===== config.mk =====
export PLATFORM = sky130hd
export DESIGN_NAME = uart_tx_mmio
export DESIGN_NICKNAME = d
export VERILOG_FILES = /design/src/rtl/riscv_pkg.sv /design/src/rtl/sync_fifo.sv /design/src/rtl/uart_tx_mmio.sv
export SDC_FILE = /design/constraint.sdc
export NUM_CORES = 1
export LEC_CHECK = 0
export ABC_CLOCK_PERIOD_IN_PS = 6500
export BUFFER_PORTS_ARGS = -buffer_cell sky130_fd_sc_hd__buf_2
export CAP_MARGIN = 30
export CORE_ASPECT_RATIO = 2
export CORE_MARGIN = 4
export CORE_UTILIZATION = 42
export CTS_CLUSTER_DIAMETER = 80
export CTS_CLUSTER_SIZE = 25
export DETAILED_ROUTE_END_ITERATION = 7
export SLEW_MARGIN = 20
export SYNTH_ARGS = -nofsm -noshare
export SYNTH_HDL_FRONTEND = slang
export SYNTH_SLANG_ARGS = --single-unit

===== constraint.sdc =====
create_clock -name clk -period 6.5 [get_ports clk]
set_clock_uncertainty 0.1 [all_clocks]
set_input_delay 0.65 -clock clk [delete_from_list [all_inputs] [get_ports clk]]
set_output_delay 0.65 -clock clk [all_outputs]
set_load 0.01 [all_outputs]

===== src/rtl/riscv_pkg.sv =====
// Shared CPU-side constants and types; this slice carries the UART register map.
package riscv_pkg;
  localparam int XLEN = 32;
  localparam int ALEN = 32;

  localparam logic [ALEN-1:0] UART_BASE       = 32'h8000_0010;
  localparam logic [3:0]      UART_TXDATA_OFF = 4'h0;
  localparam logic [3:0]      UART_STATUS_OFF = 4'h4;
  localparam logic [3:0]      UART_DIV_OFF    = 4'h8;

  typedef enum logic [1:0] {UART_IDLE, UART_START, UART_DATA, UART_STOP} uart_state_t;
endpackage


===== src/rtl/sync_fifo.sv =====
// Synchronous FIFO with extra-MSB pointers; pop is ignored when empty,
// push is ignored when full unless a pop frees the slot the same cycle.
module sync_fifo #(
  parameter int WIDTH = 8,
  parameter int DEPTH = 8
) (
  input  logic                       clk,
  input  logic                       rst,
  input  logic                       push,
  input  logic                       pop,
  input  logic [WIDTH-1:0]           din,
  output logic [WIDTH-1:0]           dout,
  output logic                       full,
  output logic                       empty,
  output logic [$clog2(DEPTH):0]     count
);
  localparam int AW = $clog2(DEPTH);

  logic [WIDTH-1:0] mem [DEPTH];
  logic [AW:0]      wr_ptr;
  logic [AW:0]      rd_ptr;
  logic             do_push;
  logic             do_pop;

  assign empty   = (wr_ptr == rd_ptr);
  assign full    = (wr_ptr[AW] != rd_ptr[AW]) && (wr_ptr[AW-1:0] == rd_ptr[AW-1:0]);
  assign count   = wr_ptr - rd_ptr;
  assign do_pop  = pop & ~empty;
  assign do_push = push & (~full | do_pop);
  assign dout    = mem[rd_ptr[AW-1:0]];

  always_ff @(posedge clk) begin
    if (do_push) mem[wr_ptr[AW-1:0]] <= din;
  end

  always_ff @(posedge clk or negedge rst) begin
    if (!rst) begin
      wr_ptr <= '0;
      rd_ptr <= '0;
    end else begin
      if (do_push) wr_ptr <= wr_ptr + 1'b1;
      if (do_pop)  rd_ptr <= rd_ptr + 1'b1;
    end
  end
endmodule


===== src/rtl/uart_tx_mmio.sv =====
// Memory-mapped 8N1 UART transmitter: register decode, TX FIFO and the
// frame FSM with its baud counter. Reads have one cycle of latency.
module uart_tx_mmio
  import riscv_pkg::*;
#(
  parameter logic [ALEN-1:0] BASE_ADDR    = UART_BASE,
  parameter logic [15:0]     CLKS_PER_BIT = 16'd868,
  parameter int              FIFO_DEPTH   = 8
) (
  input  logic            clk,
  input  logic            rst,
  input  logic [ALEN-1:0] dmem_addr,
  input  logic [XLEN-1:0] dmem_wdata,
  input  logic            dmem_we,
  input  logic [3:0]      dmem_be,
  output logic [XLEN-1:0] rdata,
  output logic            hit,
  output logic            tx,
  output uart_state_t     dbg_state
);
  localparam int CNTW = $clog2(FIFO_DEPTH) + 1;

  logic [3:0]      off;
  logic            wr_txdata, wr_status, wr_div;
  logic            fifo_push, fifo_pop, fifo_full, fifo_empty;
  logic [7:0]      fifo_dout;
  logic [CNTW-1:0] fifo_count;
  logic            overflow;
  logic [15:0]     div_reg, div_new, div_q, baud_cnt;
  logic            bit_end;
  uart_state_t     state;
  logic [7:0]      shift;
  logic [2:0]      bit_idx;
  logic [XLEN-1:0] rd_mux;
  logic            unused_bits;

  // The window spans 16 bytes; offset +12 decodes as a hit but maps to nothing.
  assign hit       = (dmem_addr[ALEN-1:4] == BASE_ADDR[ALEN-1:4]);
  assign off       = {dmem_addr[3:2], 2'b00};
  assign wr_txdata = hit & dmem_we & dmem_be[0] & (off == UART_TXDATA_OFF);
  assign wr_status = hit & dmem_we & dmem_be[0] & (off == UART_STATUS_OFF);
  assign wr_div    = hit & dmem_we & (|dmem_be[1:0]) & (off == UART_DIV_OFF);
  assign div_new   = {dmem_be[1] ? dmem_wdata[15:8] : div_reg[15:8],
                      dmem_be[0] ? dmem_wdata[7:0]  : div_reg[7:0]};

  assign bit_end   = (baud_cnt == 16'd0);
  assign fifo_pop  = ~fifo_empty & ((state == UART_IDLE) | ((state == UART_STOP) & bit_end));
  assign fifo_push = wr_txdata & (~fifo_full | fifo_pop);
  assign dbg_state = state;
  assign unused_bits = ^{dmem_addr[1:0], dmem_wdata[31:16], dmem_be[3:2]};

  sync_fifo #(.WIDTH(8), .DEPTH(FIFO_DEPTH)) u_fifo (
    .clk   (clk),
    .rst   (rst),
    .push  (fifo_push),
    .pop   (fifo_pop),
    .din   (dmem_wdata[7:0]),
    .dout  (fifo_dout),
    .full  (fifo_full),
    .empty (fifo_empty),
    .count (fifo_count)
  );

  always_comb begin
    rd_mux = '0;
    case (off)
      UART_STATUS_OFF: begin
        rd_mux[0]           = (state != UART_IDLE);
        rd_mux[1]           = fifo_full;
        rd_mux[2]           = fifo_empty;
        rd_mux[3]           = overflow;
        rd_mux[8 +: CNTW]   = fifo_count;
      end
      UART_DIV_OFF: rd_mux[15:0] = div_reg;
      default: ;
    endcase
  end

  always_ff @(posedge clk or negedge rst) begin
    if (!rst) begin
      overflow <= 1'b0;
      div_reg  <= CLKS_PER_BIT;
      rdata    <= '0;
    end else begin
      if (wr_txdata & fifo_full & ~fifo_pop) overflow <= 1'b1;
      else if (wr_status & dmem_wdata[3])    overflow <= 1'b0;
      if (wr_div && (div_new > 16'd1)) div_reg <= div_new;
      rdata <= hit ? rd_mux : '0;
    end
  end

  // div_q is captured at every frame start so a DIV write only affects later frames.
  always_ff @(posedge clk or negedge rst) begin
    if (!rst) begin
      state    <= UART_IDLE;
      tx       <= 1'b1;
      shift    <= '0;
      bit_idx  <= '0;
      baud_cnt <= '0;
      div_q    <= CLKS_PER_BIT;
    end else begin
      if (state != UART_IDLE) baud_cnt <= bit_end ? div_q - 16'd1 : baud_cnt - 16'd1;
      case (state)
        UART_IDLE: begin
          if (fifo_pop) begin
            state    <= UART_START;
            tx       <= 1'b0;
            shift    <= fifo_dout;
            div_q    <= div_reg;
            baud_cnt <= div_reg - 16'd1;
          end
        end
        UART_START: begin
          if (bit_end) begin
            state   <= UART_DATA;
            tx      <= shift[0];
            bit_idx <= 3'd0;
          end
        end
        UART_DATA: begin
          if (bit_end) begin
            shift <= shift >> 1;
            if (bit_idx == 3'd7) begin
              state <= UART_STOP;
              tx    <= 1'b1;
            end else begin
              bit_idx <= bit_idx + 3'd1;
              tx      <= shift[1];
            end
          end
        end
        UART_STOP: begin
          if (bit_end) begin
            if (fifo_pop) begin
              state    <= UART_START;
              tx       <= 1'b0;
              shift    <= fifo_dout;
              div_q    <= div_reg;
              baud_cnt <= div_reg - 16'd1;
            end else begin
              state    <= UART_IDLE;
              baud_cnt <= 16'd0;
            end
          end
        end
        default: state <= UART_IDLE;
      endcase
    end
  end
endmodule

Word-level counts from Yosys, hierarchy flattened

Memory sizes are Yosys's and may differ from the RTL's.
Cells that the tools add are included.

Register bits after elaboration: 87
Bits in writable memories: 64
Input port bits: 71
Output and inout bits: 36
Memories kept: 1

Memory list:

| memory     | depth | width | read ports | clocked after Yosys merged registers in | write ports | line            | source |
|---|---|---|---|---|---|---|---|
| u_fifo.mem | 8     | 8     | 1          | 0                                       | 1           | sync_fifo.sv:19 | `logic [WIDTH-1:0] mem [DEPTH];` |

Add/sub/neg operators: 7
$lt $le $gt $ge: 1
Eq/ne operators: 16
Muxes and demuxes: 41
Bitwise gates (word level): 20
Reductions and logical operators: 16

Operator list:

| operator                                                        | count |
|---|---|
| 2-to-1 mux 16 bit                                               | 8 |
| one-hot mux 16 bit (2 select lines)                             | 2 |
| subtractor 16 x 1 -> 16 bit (second input constant)             | 3 |
| 2-to-1 mux 8 bit                                                | 5 |
| equality test 28 bit (second input constant)                    | 1 |
| one-hot mux 8 bit (3 select lines)                              | 1 |
| greater-than comparator 16 x 1 -> 1 bit (second input constant) | 1 |
| zero test 16 bit                                                | 1 |
| one-hot mux 4 bit (2 select lines)                              | 2 |
| AND 1 bit                                                       | 14 |
| != test 2 bit (second input constant)                           | 6 |
| 2-to-1 mux 1 bit                                                | 10 |
| 2-to-1 mux 2 bit                                                | 5 |
| 2-to-1 mux 3 bit                                                | 3 |
| adder 4 x 1 -> 4 bit (second input constant)                    | 2 |
| 2-to-1 mux 4 bit                                                | 2 |
| one-hot mux 2 bit (4 select lines)                              | 1 |
| nonzero test 2 bit                                              | 4 |
| equality test 2 bit (second input constant)                     | 3 |
| one-hot mux 3 bit (2 select lines)                              | 1 |
| AND reduction 3 bit                                             | 2 |
| AND reduction 5 bit                                             | 1 |
| equality test 2 x 1 -> 1 bit (second input constant)            | 2 |
| equality test 4 bit                                             | 1 |
| other kinds (15)                                                | 20 |

Depth between registers and ports, before layout

Word-level depth: 9
Depth in mapped cells: 12

By module

Synthesis repeated with hierarchy kept, for this count alone.

Cell total of the unflattened synthesis: 637
Area, all modules: 7684.9 µm²

Modules (own cells, without submodules):

| module       | times used | cells an instance | area each (µm²) | seq. area each (µm²) |
|---|---|---|---|---|
| uart_tx_mmio | 1          | 469               | 4732.0          | 1990.7 |
| sync_fifo    | 1          | 168               | 2952.8          | 2122.0 |

Worst setup path before layout

No wires, ideal clock.

Path type: register to register
Start: register u_fifo.rd_ptr[1]
End: memory u_fifo.mem[1][0] (enable)
Arrival time: 3.010 ns
Data required time: 6.005 ns
Path slack: 2.995 ns
Cell stages (with the launch flop): 11
Cell sequence: dfrtp_1 -> clkbuf_1 -> clkbuf_1 -> inv_1 -> ha_1 -> and3_1 -> nor2b_1 -> o211ai_1 -> nand3_1 -> buf_2 -> nor4_1

Cells in the longest elaborated chain, start to end: 8
Elaborated cells between the ends (all ways): 13
Those cells by class: 2 x eq/ne; 2 x mux; 8 x bitwise; 1 x reduce/logical

Ends and longest elaborated chain:

| element                                                    | line                                                    | source |
|---|---|---|
| start: declaration                                         | sync_fifo.sv:21                                         | `logic [AW:0] rd_ptr;` |
| start signal: assignment                                   | sync_fifo.sv:42                                         | `if (do_pop) rd_ptr <= rd_ptr + 1'b1;` |
| equality test 4 bit or equality test 3 bit (tied branches) | sync_fifo.sv:25, sync_fifo.sv:26                        |  |
| inverter 1 bit or logical AND 1 bit (tied branches)        | sync_fifo.sv:28, uart_tx_mmio.sv:47, sync_fifo.sv:26    |  |
| AND 1 bit or inverter 1 bit (tied branches)                | uart_tx_mmio.sv:47, sync_fifo.sv:29, uart_tx_mmio.sv:48 |  |
| OR 1 bit or AND 1 bit (tied branches)                      | uart_tx_mmio.sv:48, sync_fifo.sv:28                     |  |
| AND 1 bit or OR 1 bit (tied branches)                      | uart_tx_mmio.sv:48, sync_fifo.sv:29                     |  |
| AND 1 bit *                                                | sync_fifo.sv:29                                         | `assign do_push = push & (~full \| do_pop);` |
| 2-to-1 mux 1 bit *                                         | sync_fifo.sv:33                                         | `if (do_push) mem[wr_ptr[AW-1:0]] <= din;` |
| 2-to-1 mux 1 bit (not written as such) *                   | sync_fifo.sv:33                                         |  |
| end: declaration                                           | sync_fifo.sv:19                                         |  |

Mark *: on every way between the ends. The rest lies on a longest branch, timed or not.

Worst setup path after layout

Start: register u_fifo.rd_ptr[1]
End: memory u_fifo.mem[7][2] (enable)

Same word-level chain as after synthesis.

==> impl_results.md <==
- Max-slew headroom: 37.2%
- CP bufs+invs: 1
- Synth Area in Compound Gates: between 10% and 20%
- CTS clk-pin slew, worst paths: 0.06 ns
- RSZ-0062 raised after global routing: no
- Die height: between 200 and 250 um
- Fmax: 0.267 GHz
- Vias in the first global route: ~5700
- Initial core utilization: between 40% and 50%
- PwrDens: between 200 and 300 nW/um^2
- Root Driver: clkbuf_16
- HP Start: dmem_wdata[13]
- Largest register FFs: 64
- Post-synthesis simple-gate area fraction: 13.8%
- First-pass GRT wire length: just over 30000 um
- Row count: 70
- DRC viols: 0
- WHS Endpoint: div_reg[13]$_DFFE_PN0P_
- Sink Count: between 150 and 200
- Slowest cell delay on critical path: around 0.94 ns
- XOR/XNOR share of the synthesized area: around 2.6%
- Worst Reg2Reg Path Length in Cells: 7
- Placed Area: 8270 sq um
- Worst path arrival time: ~3.7 ns
- Setup Viol. Count Final: 0
- Total number of vias: around 5500
- Final nets: 797
- Worst Setup End Kind: register
- Critical path required time: 6.44 ns
- Initial antenna violation count: 0
- Final core utilization: between 40% and 50%
- Die X: 104 um
- Post-DRT Antenna Nets: 0
- Pre-antenna DRT Iters: 5
- Worst setup path class: register to register
- Most frequent cells in the layout: dfrtp_1 (76), buf_2 (69), edfxtp_1 (64), nor2_1 (44), mux2_2 (42)
- DR WL/cell: roughly 21 um
- R2R Setup Slk: approximately 2.8 ns
- Synth unique cells: 76
- Commonest non-fill, non-tap cell in the layout: dfrtp_1
- Main combinational cell family by area after synthesis: simple AND/OR/NAND/NOR gates
- HP Class: primary input to register
- Core area: around 18000 sq um
- Seq. cell area: approximately 4100 sq um
- CTS Buffer Depth: 2
- FFs w/ async S/R, synth: roughly 58%
- Final period utilization: about 58%
- Die ar.: 20900 sq um
- Port Buf Inserts: 70
- Inserted Diodes: 0
- Leading register cell type out of synthesis: dfrtp_1
- Pre-CTS setup slack: approximately 2.6 ns
- Clock buffer count from CTS: 17
- Crit-path max FO: 20
- Gp weighted congestion: approximately 0.91
- Setup_tns: 0 ns
- Number of synthesized flops with an enable pin: 64
- Detailed placement HPWL: roughly 15000 um
- RR Startpoint: u_fifo.rd_ptr[1]$_DFFE_PN0P_
- # Max-Cap Violations: 0
- Area Growth Syn to Fin: 14.3%
- Top delay family on crit path: simple AND/OR/NAND/NOR gates
- Hold Path Cell Cnt: 2
- Pins Over Slew Limit: 0
- Multi-input logic area: around 3300 sq um
- Startpoint types: register
- Largest net degree at the start of global routing: a little under 80
- Synth Area in Adders: roughly 3%
- Critical R2R Capture: u_fifo.mem[7][2]$_DFFE_PP_
- Post-synthesis mux area share: between 10% and 20%
- Status: complete, no violations
- Worst setup margin: between 2 and 3 ns
- Synthesis-stage register bit count: between 150 and 200
- Share of cells above drive strength 1: 29.0%
- Final Hold Fails: 0
- VDD IR max: 0.191 mV
- Mapped cell area: between 7000 and 8000 sq um
- Final worst path period need: ~3.7 ns
- Critical-path cell list: inv_1 > ha_1 > and3_1 > nor2b_1 > o211ai_1 > nand3_1 > nor3_2
- Final Cell Area: 8870 sq um
- Syn Area/Cell: 12.2 sq um
- Grt total ovfl: 0
- TritonCTS clock tree: yes
- IO Pins: approximately 110
- YS warnings: 0
- Syn Inst Count: 634
- Vias per inst: a little under 6
- H-tree depth: 4
- Fillers: ~1600
- Clk Latency, worst-skew pair: 0.42 ns
- Leak: 3.81 nW
- Sequential share of the synthesized area: approximately 53%
- Critical path's slowest cell: dfrtp_1
- Total Routing Usage GR: a little under a fifth
- Number of DRC markers in iteration 0: around 260
- Slew @ Worst Pin: 0.938 ns
- Final wirelength: roughly 20000 um
synth_stat cells (all sizes together) (17+ instances only):
master / number / area, sq um
mux2: 44 / 495
nor2: 45 / 176
nor3: 22 / 125
nor4: 23 / 219
nand2: 37 / 154
a21oi: 28 / 148
o21ai: 19 / 103
buf: 32 / 226
dfrtp: 76 / 1900
inv: 25 / 93.8
edfxtp: 64 / 1920
ha: 17 / 213
metrics by stage:
| step | cells | total power [mW] | hold slack [ns] |
|---|---|---|---|
| floorplan | 649 | 1.52 | 0.254 |
| global placement | 902 | 1.63 | 0.377 |
| detailed placement | 902 | 1.64 | 0.388 |
| CTS | 935 | 2.60 | 0.371 |
| global route | 937 | 2.70 | 0.371 |
| finish | 937 | 2.60 | 0.385 |
report_power, final:
part	total [mW]	switching, mW	internal, mW
Clock	0.954	0.409	0.545
Combinational	0.594	0.397	0.198
Sequential	1.05	0.0245	1.03
layer usage:
metal / global-route usage, % / vias to the layer above / wire, um
met3: 2.64 / 52 / 682
met1: 18.9 / 2700 / 6680
met2: 37.4 / 188 / 11500
met4: 10.6 / 0 / 867
met5: 0 / - / 0
li1: - / 2526 / -
worst max path at each step:
stage          slack (ns)                    endpoint                          from  cells after the start
2_1_floorplan        3.00  u_fifo.mem[1][0]$_DFFE_PP_  u_fifo.rd_ptr[1]$_DFFE_PN0P_                     10
3_5_place_dp         2.60  u_fifo.mem[7][2]$_DFFE_PP_                  dmem_addr[5]                      6
3_3_place_gp         2.68  u_fifo.mem[7][1]$_DFFE_PP_                  dmem_addr[5]                      6
6_report             2.75  u_fifo.mem[7][2]$_DFFE_PP_  u_fifo.rd_ptr[1]$_DFFE_PN0P_                      7
5_1_grt              2.57  u_fifo.mem[7][3]$_DFFE_PP_  u_fifo.rd_ptr[1]$_DFFE_PN0P_                      7
4_1_cts              2.67  u_fifo.mem[7][2]$_DFFE_PP_  u_fifo.rd_ptr[1]$_DFFE_PN0P_                      7
repair_timing:
item                      in CTS  in global routing
hold endpoints to repair      10                  0
setup buffers                  0                  0
gates resized for setup        0                  0
hold buffers                   1                  0
cell families (layout without fill, tap and decap cells):
| kind of cell | Yosys count | after routing |
|---|---|---|
| AOI/OAI and AO/OA | 120 | 120 |
| xor gates and xnor gates | 23 | 23 |
| adders and majority gates | 18 | 18 |
| buffers and inverters | 70 | 142 |
| DFF | 151 | 151 |
| muxes | 69 | 69 |
| other | 1 | 16 |
| and+or+nand+nor | 182 | 182 |
cell type report:
| class | instances | share of cell area, % |
|---|---|---|
| Inverter | 25 | 1.06 |
| Clock buffer | 21 | 5.08 |
| Timing Repair Buffer | 85 | 5.50 |
| Sequential cell | 151 | 46.3 |
| Tap cell | 216 | 3.05 |
| Multi-Input combinational cell | 428 | 37.7 |
| Clock inverter | 11 | 1.27 |
(Power assumes the default switching activity.)
